===== src/rtl/timer_status_ctrl_pkg.sv =====
// Shared constants for the PPC405 timer facility: TSR/TCR field positions and tap selection.
package timer_status_ctrl_pkg;

  localparam int unsigned TSR_W = 6;
  localparam int unsigned TCR_W = 10;

  // TSR bit indices, big-endian [0:5]
  localparam int unsigned TSR_ENW  = 0;
  localparam int unsigned TSR_WIS  = 1;
  localparam int unsigned TSR_WRS0 = 2;
  localparam int unsigned TSR_WRS1 = 3;
  localparam int unsigned TSR_PIS  = 4;
  localparam int unsigned TSR_FIS  = 5;

  // TCR field indices, big-endian [0:9]
  localparam int unsigned TCR_WP0  = 0;
  localparam int unsigned TCR_WP1  = 1;
  localparam int unsigned TCR_WRC0 = 2;
  localparam int unsigned TCR_WRC1 = 3;
  localparam int unsigned TCR_WIE  = 4;
  localparam int unsigned TCR_PIE  = 5;
  localparam int unsigned TCR_FP0  = 6;
  localparam int unsigned TCR_FP1  = 7;
  localparam int unsigned TCR_FIE  = 8;
  localparam int unsigned TCR_ARE  = 9;

  typedef enum logic [1:0] {
    TapSel0 = 2'b00,
    TapSel1 = 2'b01,
    TapSel2 = 2'b10,
    TapSel3 = 2'b11
  } tap_sel_e;

  // Watchdog state as held in {ENW, WIS}
  typedef enum logic [1:0] {
    WdIdle    = 2'b00,
    WdIntOnly = 2'b01,
    WdEnabled = 2'b10,
    WdTimeout = 2'b11
  } wd_state_e;

  // Tap n selects time-base weight 2^(base + step*sel)
  localparam int unsigned FIT_TAP_BASE = 9;
  localparam int unsigned WDT_TAP_BASE = 17;
  localparam int unsigned TAP_STEP     = 4;

  function automatic logic [3:0] tap_vec(input logic [0:31] tbl, input int unsigned base);
    logic [3:0] v;
    v = '0;
    for (int unsigned i = 0; i < 4; i++) begin
      v[i] = tbl[31 - (base + TAP_STEP * i)];
    end
    return v;
  endfunction

endpackage


===== src/rtl/timer_status_ctrl_tap_detect.sv =====
// Selects one of four time-base taps and pulses on its 0->1 transition.
module timer_tap_detect
  import timer_status_ctrl_pkg::*;
(
  input  logic       clk_i,
  input  logic       rst_ni,
  input  logic [3:0] taps_i,
  input  tap_sel_e   sel_i,
  output logic       event_o
);

  logic tap;
  logic hist_q;

  always_comb begin
    tap = 1'b0;
    unique case (sel_i)
      TapSel0: tap = taps_i[0];
      TapSel1: tap = taps_i[1];
      TapSel2: tap = taps_i[2];
      TapSel3: tap = taps_i[3];
      default: tap = 1'b0;
    endcase
  end

  always_ff @(posedge clk_i or negedge rst_ni) begin
    if (!rst_ni) begin
      hist_q <= 1'b0;
    end else begin
      hist_q <= tap;
    end
  end

  assign event_o = tap & ~hist_q;

endmodule


===== src/rtl/timer_status_ctrl.sv =====
// PPC405 timer status/control: TSR, TCR, PIT decrementer and two-stage watchdog.
module timer_status_ctrl
  import timer_status_ctrl_pkg::*;
#(
  parameter int unsigned PIT_W = 32
) (
  input  logic             CB,
  input  logic             resetL,
  input  logic             tbTick,
  input  logic [0:31]      tbl,
  input  logic [0:31]      sprWrData,
  input  logic             tsrClrWe,
  input  logic             tcrWe,
  input  logic             pitWe,
  output logic [0:5]       timerStatusOutL2,
  output logic [0:9]       timerControlL2,
  output logic [PIT_W-1:0] pitCount,
  output logic [0:1]       wdRstReq
);

  localparam int unsigned PitLsbOff = 32 - PIT_W;

  logic [0:5]       tsr_q, tsr_d;
  logic [0:9]       tcr_q, tcr_d;
  logic [PIT_W-1:0] pit_q, pit_d;
  logic [PIT_W-1:0] reload_q, reload_d;
  logic [0:1]       wd_req_q, wd_req_d;

  logic             fit_event, wdt_event;
  logic [0:5]       wd_set, hw_set, clr_mask;
  logic             pis_set;
  logic [0:1]       wrc, wrs;
  logic [PIT_W-1:0] pit_ld;
  wd_state_e        wd_state;

  assign wrc      = tcr_q[TCR_WRC0:TCR_WRC1];
  assign wrs      = tsr_q[TSR_WRS0:TSR_WRS1];
  assign wd_state = wd_state_e'({tsr_q[TSR_ENW], tsr_q[TSR_WIS]});
  assign pit_ld   = sprWrData[PitLsbOff +: PIT_W];

  timer_tap_detect u_fit_tap (
    .clk_i   (CB),
    .rst_ni  (resetL),
    .taps_i  (tap_vec(tbl, FIT_TAP_BASE)),
    .sel_i   (tap_sel_e'(tcr_q[TCR_FP0:TCR_FP1])),
    .event_o (fit_event)
  );

  timer_tap_detect u_wdt_tap (
    .clk_i   (CB),
    .rst_ni  (resetL),
    .taps_i  (tap_vec(tbl, WDT_TAP_BASE)),
    .sel_i   (tap_sel_e'(tcr_q[TCR_WP0:TCR_WP1])),
    .event_o (wdt_event)
  );

  always_ff @(posedge CB or negedge resetL) begin
    if (!resetL) begin
      tsr_q    <= '0;
      tcr_q    <= '0;
      pit_q    <= '0;
      reload_q <= '0;
      wd_req_q <= '0;
    end else begin
      tsr_q    <= tsr_d;
      tcr_q    <= tcr_d;
      pit_q    <= pit_d;
      reload_q <= reload_d;
      wd_req_q <= wd_req_d;
    end
  end

  // Watchdog next-state: advances only on a WDT tap event
  always_comb begin
    wd_set = '0;
    if (wdt_event) begin
      unique case (wd_state)
        WdIdle, WdIntOnly: wd_set[TSR_ENW] = 1'b1;
        WdEnabled:         wd_set[TSR_WIS] = 1'b1;
        WdTimeout: begin
          if (wrs == 2'b00) wd_set[TSR_WRS0:TSR_WRS1] = wrc;
        end
        default: wd_set = '0;
      endcase
    end
  end

  // Reset request fires once, on the event that first latches WRS
  always_comb begin
    wd_req_d = 2'b00;
    if (wdt_event && wd_state == WdTimeout && wrs == 2'b00) wd_req_d = wrc;
  end

  always_comb begin
    pit_d    = pit_q;
    reload_d = reload_q;
    pis_set  = 1'b0;
    if (pitWe) begin
      pit_d    = pit_ld;
      reload_d = pit_ld;
    end else if (tbTick) begin
      if (pit_q > PIT_W'(1)) begin
        pit_d = pit_q - PIT_W'(1);
      end else if (pit_q == PIT_W'(1)) begin
        pit_d   = tcr_q[TCR_ARE] ? reload_q : '0;
        pis_set = 1'b1;
      end
    end
  end

  // Hardware sets win over a same-cycle write-to-clear
  always_comb begin
    hw_set          = wd_set;
    hw_set[TSR_PIS] = pis_set;
    hw_set[TSR_FIS] = fit_event;
    clr_mask        = tsrClrWe ? sprWrData[0:5] : '0;
    if (clr_mask[TSR_WRS0] || clr_mask[TSR_WRS1]) clr_mask[TSR_WRS0:TSR_WRS1] = 2'b11;
    tsr_d = (tsr_q & ~clr_mask) | hw_set;
  end

  always_comb begin
    tcr_d = tcr_q;
    if (tcrWe) begin
      tcr_d = sprWrData[0:9];
      if (wrc != 2'b00) tcr_d[TCR_WRC0:TCR_WRC1] = wrc;
    end
  end

  assign timerStatusOutL2 = tsr_q;
  assign timerControlL2   = tcr_q;
  assign pitCount         = pit_q;
  assign wdRstReq         = wd_req_q;

endmodule


===== config.mk =====
export PLATFORM = sky130hd
export DESIGN_NAME = timer_status_ctrl
export DESIGN_NICKNAME = d
export VERILOG_FILES = /design/src/rtl/timer_status_ctrl_pkg.sv /design/src/rtl/timer_status_ctrl_tap_detect.sv /design/src/rtl/timer_status_ctrl.sv
export SDC_FILE = /design/constraint.sdc
export NUM_CORES = 1
export LEC_CHECK = 0
export ABC_AREA = 1
export BUFFER_PORTS_ARGS = -buffer_cell sky130_fd_sc_hd__buf_2
export CAP_MARGIN = 20
export CELL_PAD_IN_SITES_DETAIL_PLACEMENT = 0
export CELL_PAD_IN_SITES_GLOBAL_PLACEMENT = 1
export CORE_ASPECT_RATIO = 0.6
export CORE_MARGIN = 10
export CORE_UTILIZATION = 37
export DETAILED_ROUTE_END_ITERATION = 8
export HOLD_SLACK_MARGIN = 0.05
export PLACE_DENSITY_LB_ADDON = 0.1
export SYNTH_ARGS = -nofsm -noshare
export SYNTH_HDL_FRONTEND = slang
export SYNTH_SLANG_ARGS = --single-unit
export TNS_END_PERCENT = 5

===== constraint.sdc =====
create_clock -name CB -period 2.15 [get_ports CB]
set_input_delay 0.43 -clock CB [delete_from_list [all_inputs] [get_ports CB]]
set_output_delay 0.43 -clock CB [all_outputs]
set_load 0.1 [all_outputs]

==> run_summary.xml, run 1 <==
<?xml version="1.0" encoding="UTF-8"?>
<metrics>
  <group name="power_and_ir_drop">
    <metric name="power-per-cell-area" unit="mW/mm2">910</metric>
    <metric name="cellLeakagePower" unit="nW">3.14</metric>
    <metric name="ir_worst_vdd" unit="mV">0.452</metric>
    <metric name="design_power_total" unit="W">0.00542</metric>
  </group>
  <group name="run_status">
    <metric name="status" unit="">complete, no violations</metric>
  </group>
  <group name="timing">
    <metric name="skew" unit="ps">5.27</metric>
    <metric name="final-hold-violation-count" unit="">0</metric>
    <metric name="timing_worst_slew_pin_value" unit="ps">502</metric>
    <metric name="finalMaxSlewViolations" unit="">0</metric>
    <metric name="top_achievable_clock_speed" unit="GHz">0.490</metric>
    <metric name="timing.max_slew.rel_slack" unit="%">66.7</metric>
    <metric name="min_period_over_period" unit="%">94.9</metric>
    <metric name="layout_min_cycle_time" unit="ps">2040</metric>
    <metric name="timing.final.ws_setup" unit="ps">109</metric>
    <metric name="finalSetupViolCount" unit="">0</metric>
  </group>
  <group name="yosys">
    <metric name="ys_seq_area_share" unit="%">44.9</metric>
    <metric name="post_synth_inst_count" unit="">675</metric>
    <metric name="synth_area_per_cell" unit="um2">6.94</metric>
    <metric name="yosysWarningCount" unit="">0</metric>
    <metric name="ys_seq_elements" unit="">84</metric>
    <metric name="synthesis.area" unit="mm2">0.00469</metric>
    <metric name="mappedNetlistNets" unit="">747</metric>
    <metric name="synth_cell_type_count" unit="">29</metric>
  </group>
  <group name="min_path">
    <metric name="hold_path_class" unit="">input port to register</metric>
    <metric name="holdPathStages" unit="">3</metric>
    <metric name="min_from" unit="">sprWrData[6]</metric>
    <metric name="holdPathEnd" unit="">timerControlL2[6]</metric>
  </group>
  <group name="detailed_routing">
    <metric name="firstDrtPassIters" unit="">5</metric>
    <metric name="routed_wirelength" unit="um">15600</metric>
    <metric name="ant_nets" unit="">0</metric>
    <metric name="dr_total_vias" unit="">4670</metric>
    <metric name="routedWlPerCell" unit="um">16.2</metric>
    <metric name="drc_errors" unit="">0</metric>
    <metric name="vias_per_cell" unit="">4.83</metric>
    <metric name="drt-initial-drc-count" unit="">345</metric>
  </group>
  <group name="place">
    <metric name="port_buffers" unit="">93</metric>
    <metric name="routabilityCongestion" unit="">0.868</metric>
    <metric name="pre_cts_ws" unit="ps">-10.9</metric>
    <metric name="dp.final_hpwl" unit="um">11700</metric>
  </group>
  <group name="layout">
    <metric name="final_layout_size_suffix_gt1_share" unit="%">24.1</metric>
    <metric name="final_nets" unit="">868</metric>
    <metric name="diode_insertion_count_for_antenna_repair" unit="">0</metric>
    <metric name="final_core_utilization" unit="%">48.7</metric>
    <metric name="areaGrowthSynthToFinish" unit="%">27.0</metric>
  </group>
  <group name="global_route">
    <metric name="grt_start_max_net_pins" unit="">43</metric>
    <metric name="globalRouteOverflowTotal" unit="">0</metric>
    <metric name="grt_pass1_vias" unit="">4679</metric>
    <metric name="grt_pass1_wl" unit="um">25100</metric>
    <metric name="grtUsageTotal" unit="%">18.0</metric>
    <metric name="antenna_found_initial" unit="">0</metric>
  </group>
  <group name="clock_tree">
    <metric name="ctsRootBufferMaster" unit="">clkbuf_16</metric>
    <metric name="clk-insertion-delay-late" unit="ps">350</metric>
    <metric name="tritoncts.num_buffers" unit="">9</metric>
    <metric name="cts_buffer_depth" unit="">2</metric>
    <metric name="tritoncts_clock_tree" unit="">done</metric>
    <metric name="cts_htree_levels" unit="">3</metric>
    <metric name="clkSlewWorstSetupHoldPaths" unit="ps">70</metric>
    <metric name="numClockSinks" unit="">84</metric>
  </group>
  <group name="die">
    <metric name="die_height" unit="um">107</metric>
    <metric name="chipWidth" unit="um">165</metric>
    <metric name="floorplan.initialDensity" unit="%">38.4</metric>
    <metric name="dieArea" unit="mm2">0.0177</metric>
    <metric name="core" unit="mm2">0.0122</metric>
    <metric name="rows" unit="">31</metric>
    <metric name="pin_count" unit="">120</metric>
  </group>
  <group name="critical_path">
    <metric name="worst-setup-path-type" unit="">register to register</metric>
    <metric name="worstReg2RegStart" unit="">pitCount[8]</metric>
    <metric name="arrival" unit="ps">2280</metric>
    <metric name="reg2reg_slack" unit="ps">110</metric>
    <metric name="crit-reg2reg-capture" unit="">pitCount[11]</metric>
    <metric name="cp_max_fo" unit="">11</metric>
    <metric name="worst_setup_path_start_kind" unit="">register</metric>
    <metric name="startpoint" unit="">pitCount[8]</metric>
    <metric name="endpoint_kind" unit="">register</metric>
    <metric name="worst_ep_required_time" unit="ps">2390</metric>
    <metric name="reg2reg_depth" unit="">12</metric>
  </group>
  <group name="run">
    <metric name="max_cap_violations" unit="">0</metric>
  </group>
</metrics>
[layout make-up]
type	count	area, um2
clock buffers	9	225
repair buffers	132	826
fillers	1277	6270
multi-input cells	534	2370
clock inverters	7	58.8
well taps	165	206
inverters	35	131
flip-flops and latches	84	2130
[how the worst max path moves through the flow]
stage	endpoint	slack [ps]
floorplan	pitCount[8]	-7
global placement	pitCount[12]	30
detailed placement	pitCount[12]	-10
CTS	pitCount[31]	5
global route	pitCount[1]	-20
finish	pitCount[11]	110
[cells in the mapped netlist]
| library cell | n | area share (%) |
|---|---|---|
| o21ai_0 | 20 | 2.1 |
| clkbuf_1 | 9 | 0.72 |
| o22ai_1 | 2 | 0.27 |
| dfrtp_1 | 84 | 45 |
| nor2_1 | 126 | 10 |
| xnor2_1 | 13 | 2.4 |
| nand3b_1 | 3 | 0.48 |
| nor2_2 | 3 | 0.40 |
| a21oi_2 | 1 | 0.19 |
| buf_2 | 6 | 0.64 |
| o31ai_1 | 2 | 0.32 |
| nor2_4 | 4 | 0.96 |
| buf_1 | 2 | 0.16 |
| a21oi_1 | 7 | 0.75 |
| ha_1 | 2 | 0.53 |
| buf_4 | 1 | 0.16 |
| nor3_1 | 3 | 0.32 |
| inv_1 | 35 | 2.8 |
| a22o_1 | 1 | 0.19 |
| a32o_1 | 1 | 0.21 |
| nand4_1 | 17 | 2.3 |
| or2_2 | 3 | 0.40 |
| buf_6 | 5 | 1.2 |
| nand2_1 | 290 | 23 |
| nand2_2 | 4 | 0.53 |
| a31oi_1 | 1 | 0.13 |
| nand3_1 | 19 | 2.0 |
| o21ai_1 | 6 | 0.64 |
| xor2_1 | 5 | 0.93 |
[worst max-delay path, cell delays in order (launching register included)]
cell,delay (ps)
dfrtp_2,450
nor2_2,180
nand2_1,130
nor2_4,190
nand2_2,130
a21oi_4,230
buf_4,170
nor2_4,40
buf_12,160
nand2_1,50
nand2_1,40
nor2_1,100
nor2_1,40
[cells in the final DEF (no fill, tap or decap), types with 2 or more instances in the layout]
cell type | Yosys | layout
nand2_1 | 290 | 289
nor2_1 | 126 | 122
buf_2 | 6 | 92
dfrtp_1 | 84 | 63
buf_4 | 1 | 34
inv_1 | 35 | 33
dfrtp_2 | 0 | 20
o21ai_0 | 20 | 19
nand3_1 | 19 | 19
nand4_1 | 17 | 17
xnor2_1 | 13 | 13
clkbuf_16 | 0 | 9
a21oi_1 | 7 | 7
o21ai_1 | 6 | 7
nor2_4 | 4 | 6
nor2_2 | 3 | 6
xor2_1 | 5 | 5
buf_12 | 0 | 5
nand2_2 | 4 | 4
or2_2 | 3 | 3
nand3b_1 | 3 | 3
nor3_1 | 3 | 3
clkinv_4 | 0 | 3
inv_2 | 0 | 2
o22ai_1 | 2 | 2
o31ai_1 | 2 | 2
clkinvlp_4 | 0 | 2
inv_6 | 0 | 2
[through the flow]
stage	setup TNS (ps)	area, um2	hold WS, ps	instances
2_1_floorplan	-14.9	4710	134	675
3_3_place_gp	0	5570	399	946
3_5_place_dp	-10.9	5570	411	946
4_1_cts	0	5880	292	964
5_1_grt	-29.2	5950	306	966
6_report	0	5950	299	966
[power breakdown]
| part | leakage, nW | total (W) | internal (W) | switching, W |
|---|---|---|---|---|
| clock | 0.133 | 0.00151 | 0.000797 | 0.000710 |
| combinational | 2.02 | 0.00197 | 0.000420 | 0.00155 |
| sequential | 0.995 | 0.00194 | 0.00178 | 0.000162 |
| total | 3.14 | 0.00542 | 0.00300 | 0.00242 |
[logic make-up after synthesis]
logic type               count (synthesis)  synth area share (%)
XOR/XNOR                                18                  3.36
AND/OR/NAND/NOR                        472                  40.7
buffers and inverters                   58                  5.69
adder cells (fa/ha/maj)                  2                 0.534
AO/OA/AOI/OAI                           41                  4.83
flip-flops                              84                  44.9
[metal layers]
| metal | global-route usage [%] | wire, um | share of wire, % | up-vias |
|---|---|---|---|---|
| met3 | 4.93 | 1070 | 6.9 | 9 |
| met1 | 25.6 | 7790 | 50 | 2194 |
| met2 | 26.9 | 6650 | 43 | 120 |
| met4 | 3.40 | 116 | 0.74 | 0 |
| met5 | 0 | 0 | 0 | - |
| li1 | - | - | - | 2347 |
[registers in the layout (all words and copies together) (netlist names)]
name	flops
pitCount	32
reload_q	32
timerControlL2	10
timerStatusOutL2	6
u_fit_tap.hist_q	1
u_wdt_tap.hist_q	1
wdRstReq	2
[what timing repair did]
action                     CTS  global route
gates cloned                 1             0
hold buffers                 1             0
hold endpoints to repair    29             0
gates resized for setup      1            14
buffers inserted             0             2
pin swaps                    1             4
setup endpoints to repair    1            32
Note: power is estimated with default switching activity, not from simulation.
==> run 2: changes to the inputs <==
Clock period 2.15 ns to 2 ns, I/O delays scaled along.
==> run_summary.xml, run 2 (synthesized netlist as in run 1, its figures left out) <==
<?xml version="1.0" encoding="UTF-8"?>
<metrics>
  <group name="run_status">
    <metric name="status" unit="">complete, no violations</metric>
  </group>
  <group name="critical_path">
    <metric name="reg2reg_depth" unit="">12</metric>
    <metric name="crit-reg2reg-capture" unit="">pitCount[18]</metric>
    <metric name="worst-setup-path-type" unit="">register to register</metric>
    <metric name="timing.critical_path.slowest_cell_delay" unit="ps">500</metric>
    <metric name="worstReg2RegStart" unit="">pitCount[1]</metric>
    <metric name="endpoint_kind" unit="">register</metric>
    <metric name="reg2reg_slack" unit="ps">40</metric>
    <metric name="ordered_list_of_cells_on_the_worst_path" unit="">inv_4 -&gt; ha_4 -&gt; nand2_8 -&gt; nor2_4 -&gt; nand2_4 -&gt; a21oi_4 -&gt; buf_6 -&gt; buf_12 -&gt; nand4_1 -&gt; nand2_1 -&gt; nor2_1 -&gt; nor2_1</metric>
    <metric name="worst_path_max_delay_cell" unit="">dfrtp_4</metric>
    <metric name="arrival" unit="ps">2220</metric>
    <metric name="critical-path-top-cell-by-count" unit="">nor2_1</metric>
    <metric name="startpoint" unit="">pitCount[1]</metric>
    <metric name="worst_setup_path_start_kind" unit="">register</metric>
    <metric name="worst_ep_required_time" unit="ps">2260</metric>
    <metric name="crit_path_end" unit="">pitCount[18]</metric>
    <metric name="cp_max_fo" unit="">6</metric>
  </group>
  <group name="clock_tree">
    <metric name="cts_buffer_depth" unit="">2</metric>
    <metric name="numClockSinks" unit="">84</metric>
    <metric name="tritoncts_clock_tree" unit="">done</metric>
    <metric name="cts_htree_levels" unit="">3</metric>
    <metric name="ctsRootBufferMaster" unit="">clkbuf_16</metric>
    <metric name="tritoncts.num_buffers" unit="">9</metric>
    <metric name="clk-insertion-delay-late" unit="ps">340</metric>
    <metric name="clkSlewWorstSetupHoldPaths" unit="ps">70</metric>
  </group>
  <group name="power_and_ir_drop">
    <metric name="seq_power_share" unit="%">34.1</metric>
    <metric name="design_power_total" unit="W">0.00608</metric>
    <metric name="cellLeakagePower" unit="nW">3.38</metric>
    <metric name="clock_power_share" unit="%">28.3</metric>
    <metric name="switching_power" unit="W">0.00263</metric>
    <metric name="internal_power" unit="W">0.00345</metric>
    <metric name="ir_worst_vdd" unit="mV">0.442</metric>
    <metric name="power-per-cell-area" unit="mW/mm2">937</metric>
    <metric name="pwr-share-comb" unit="%">37.6</metric>
    <metric name="power_switching_share" unit="%">43.3</metric>
  </group>
  <group name="detailed_routing">
    <metric name="routed_wirelength" unit="um">16000</metric>
    <metric name="drc_errors" unit="">0</metric>
    <metric name="routedWlPerCell" unit="um">16.0</metric>
    <metric name="drt-initial-drc-count" unit="">285</metric>
    <metric name="firstDrtPassIters" unit="">5</metric>
    <metric name="dr_total_vias" unit="">4783</metric>
    <metric name="ant_nets" unit="">0</metric>
    <metric name="vias_per_cell" unit="">4.78</metric>
  </group>
  <group name="layout">
    <metric name="final_nets" unit="">902</metric>
    <metric name="mostFrequentLayoutCell" unit="">nand2_1</metric>
    <metric name="most-common-layout-cells" unit="">281 x nand2_1, 113 x nor2_1, 91 x buf_2, 57 x buf_4, 52 x dfrtp_1</metric>
    <metric name="final_layout_size_suffix_gt1_share" unit="%">31.0</metric>
    <metric name="diode_insertion_count_for_antenna_repair" unit="">0</metric>
    <metric name="areaGrowthSynthToFinish" unit="%">38.5</metric>
    <metric name="num-fill-cells" unit="">1227</metric>
  </group>
  <group name="timing">
    <metric name="top_achievable_clock_speed" unit="GHz">0.511</metric>
    <metric name="timing.max_slew.rel_slack" unit="%">66.5</metric>
    <metric name="layout_min_cycle_time" unit="ps">1960</metric>
    <metric name="finalMaxSlewViolations" unit="">0</metric>
    <metric name="skew" unit="ps">3.91</metric>
    <metric name="min_period_over_period" unit="%">97.9</metric>
    <metric name="timing.final.ws_setup" unit="ps">41.3</metric>
    <metric name="final-hold-violation-count" unit="">0</metric>
    <metric name="setup_total_negative_slack" unit="ps">0</metric>
    <metric name="finalSetupViolCount" unit="">0</metric>
    <metric name="unrepaired_setup_endpoints_after_global_routing" unit="">true</metric>
    <metric name="timing_worst_slew_pin_value" unit="ps">506</metric>
    <metric name="fin_hold_ws" unit="ps">273</metric>
  </group>
  <group name="global_route">
    <metric name="antenna_found_initial" unit="">0</metric>
    <metric name="grt_pass1_wl" unit="um">25200</metric>
    <metric name="grt_start_max_net_pins" unit="">36</metric>
    <metric name="grt_pass1_vias" unit="">4756</metric>
    <metric name="globalRouteOverflowTotal" unit="">0</metric>
    <metric name="grtUsageTotal" unit="%">18.0</metric>
  </group>
  <group name="die">
    <metric name="die_height" unit="um">107</metric>
    <metric name="rows" unit="">31</metric>
    <metric name="chipWidth" unit="um">165</metric>
    <metric name="pin_count" unit="">120</metric>
    <metric name="dieArea" unit="mm2">0.0177</metric>
    <metric name="floorplan.initialDensity" unit="%">38.4</metric>
    <metric name="core" unit="mm2">0.0122</metric>
  </group>
  <group name="place">
    <metric name="dp.final_hpwl" unit="um">11800</metric>
    <metric name="pre_cts_ws" unit="ps">-125</metric>
    <metric name="port_buffers" unit="">93</metric>
    <metric name="routabilityCongestion" unit="">0.876</metric>
  </group>
  <group name="min_path">
    <metric name="hold_path_class" unit="">input port to register</metric>
  </group>
  <group name="run">
    <metric name="max_cap_violations" unit="">0</metric>
  </group>
</metrics>
[run 2: cell count changes in the layout (fill, tap and decap cells not counted), moves of 4 or more]
cell       before  now
buf_4          34   57
nand2_2         4    8
nor2_1        122  113
nor2_2          6   14
dfrtp_1        63   52
o21ai_0        19   15
clkbuf_16       9   13
dfrtp_2        20   30
nand2_1       289  281
[run 2: layer usage]
metal / wire length, um / track usage [%]
met5: 0 / 0
met3: 1220 / 4.62
met1: 7890 / 25.9
met4: 95 / 3.78
met2: 6770 / 26.5
[run 2: worst min path at each step]
stage	startpoint	depth (start not counted)	end	slack (ps)
after global placement	resetL	1	reload_q[5]	360
after detailed placement	resetL	1	reload_q[5]	360
after CTS	sprWrData[11]	3	reload_q[20]	270
final	sprWrData[8]	3	timerControlL2[8]	270
after floorplan	resetL	0	pitCount[10]	100
after global routing	sprWrData[12]	3	reload_q[19]	290
[run 2: area by class of cell]
cell class / instances / area (um2) / area share, %
multi-input combinational: 535 / 2490 / 38.4
clock buffer: 9 / 225 / 3.47
timing repair buffer: 165 / 1200 / 18.5
tap: 165 / 206 / 3.18
clock inverter: 7 / 75.1 / 1.16
sequential: 84 / 2150 / 33.1
inverter: 35 / 140 / 2.16
[run 2: power groups by stage]
| stage | clock network (W) | registers [W] | logic (W) |
|---|---|---|---|
| global route | 0.00182 | 0.00210 | 0.00245 |
| CTS | 0.00176 | 0.00206 | 0.00222 |
| floorplan | 0 | 0.00313 | 0.000546 |
| detailed placement | 0 | 0.00209 | 0.00221 |
| global placement | 0 | 0.00209 | 0.00219 |
| finish | 0.00172 | 0.00207 | 0.00228 |
[run 2: worst max-delay path, delay by kind of cell, from the launching register on]
kind / cells / cell delay, ps
simple gates: 7 / 650
flops: 1 / 500
buf+inv: 3 / 390
compound gates: 1 / 180
fa+ha+maj: 1 / 160
[run 2: metrics by stage]
step                util (%)  std cells  cell area (um2)
floorplan                  -        675             4740
CTS                     50.4        989             6160
finish                  53.1       1000             6490
global placement        47.7        971             5830
global route            53.1       1000             6490
detailed placement      47.7        971             5830
[run 2: timing repair]
action / 4_1_cts / 5_1_grt
endpoints found under the hold margin: 23 / 0
gates cloned: 1 / 5
setup buffers: 0 / 6
hold buffers: 1 / 0
resized for setup: 4 / 50
setup endpoints to repair: 32 / 32
pin swaps: 1 / 16
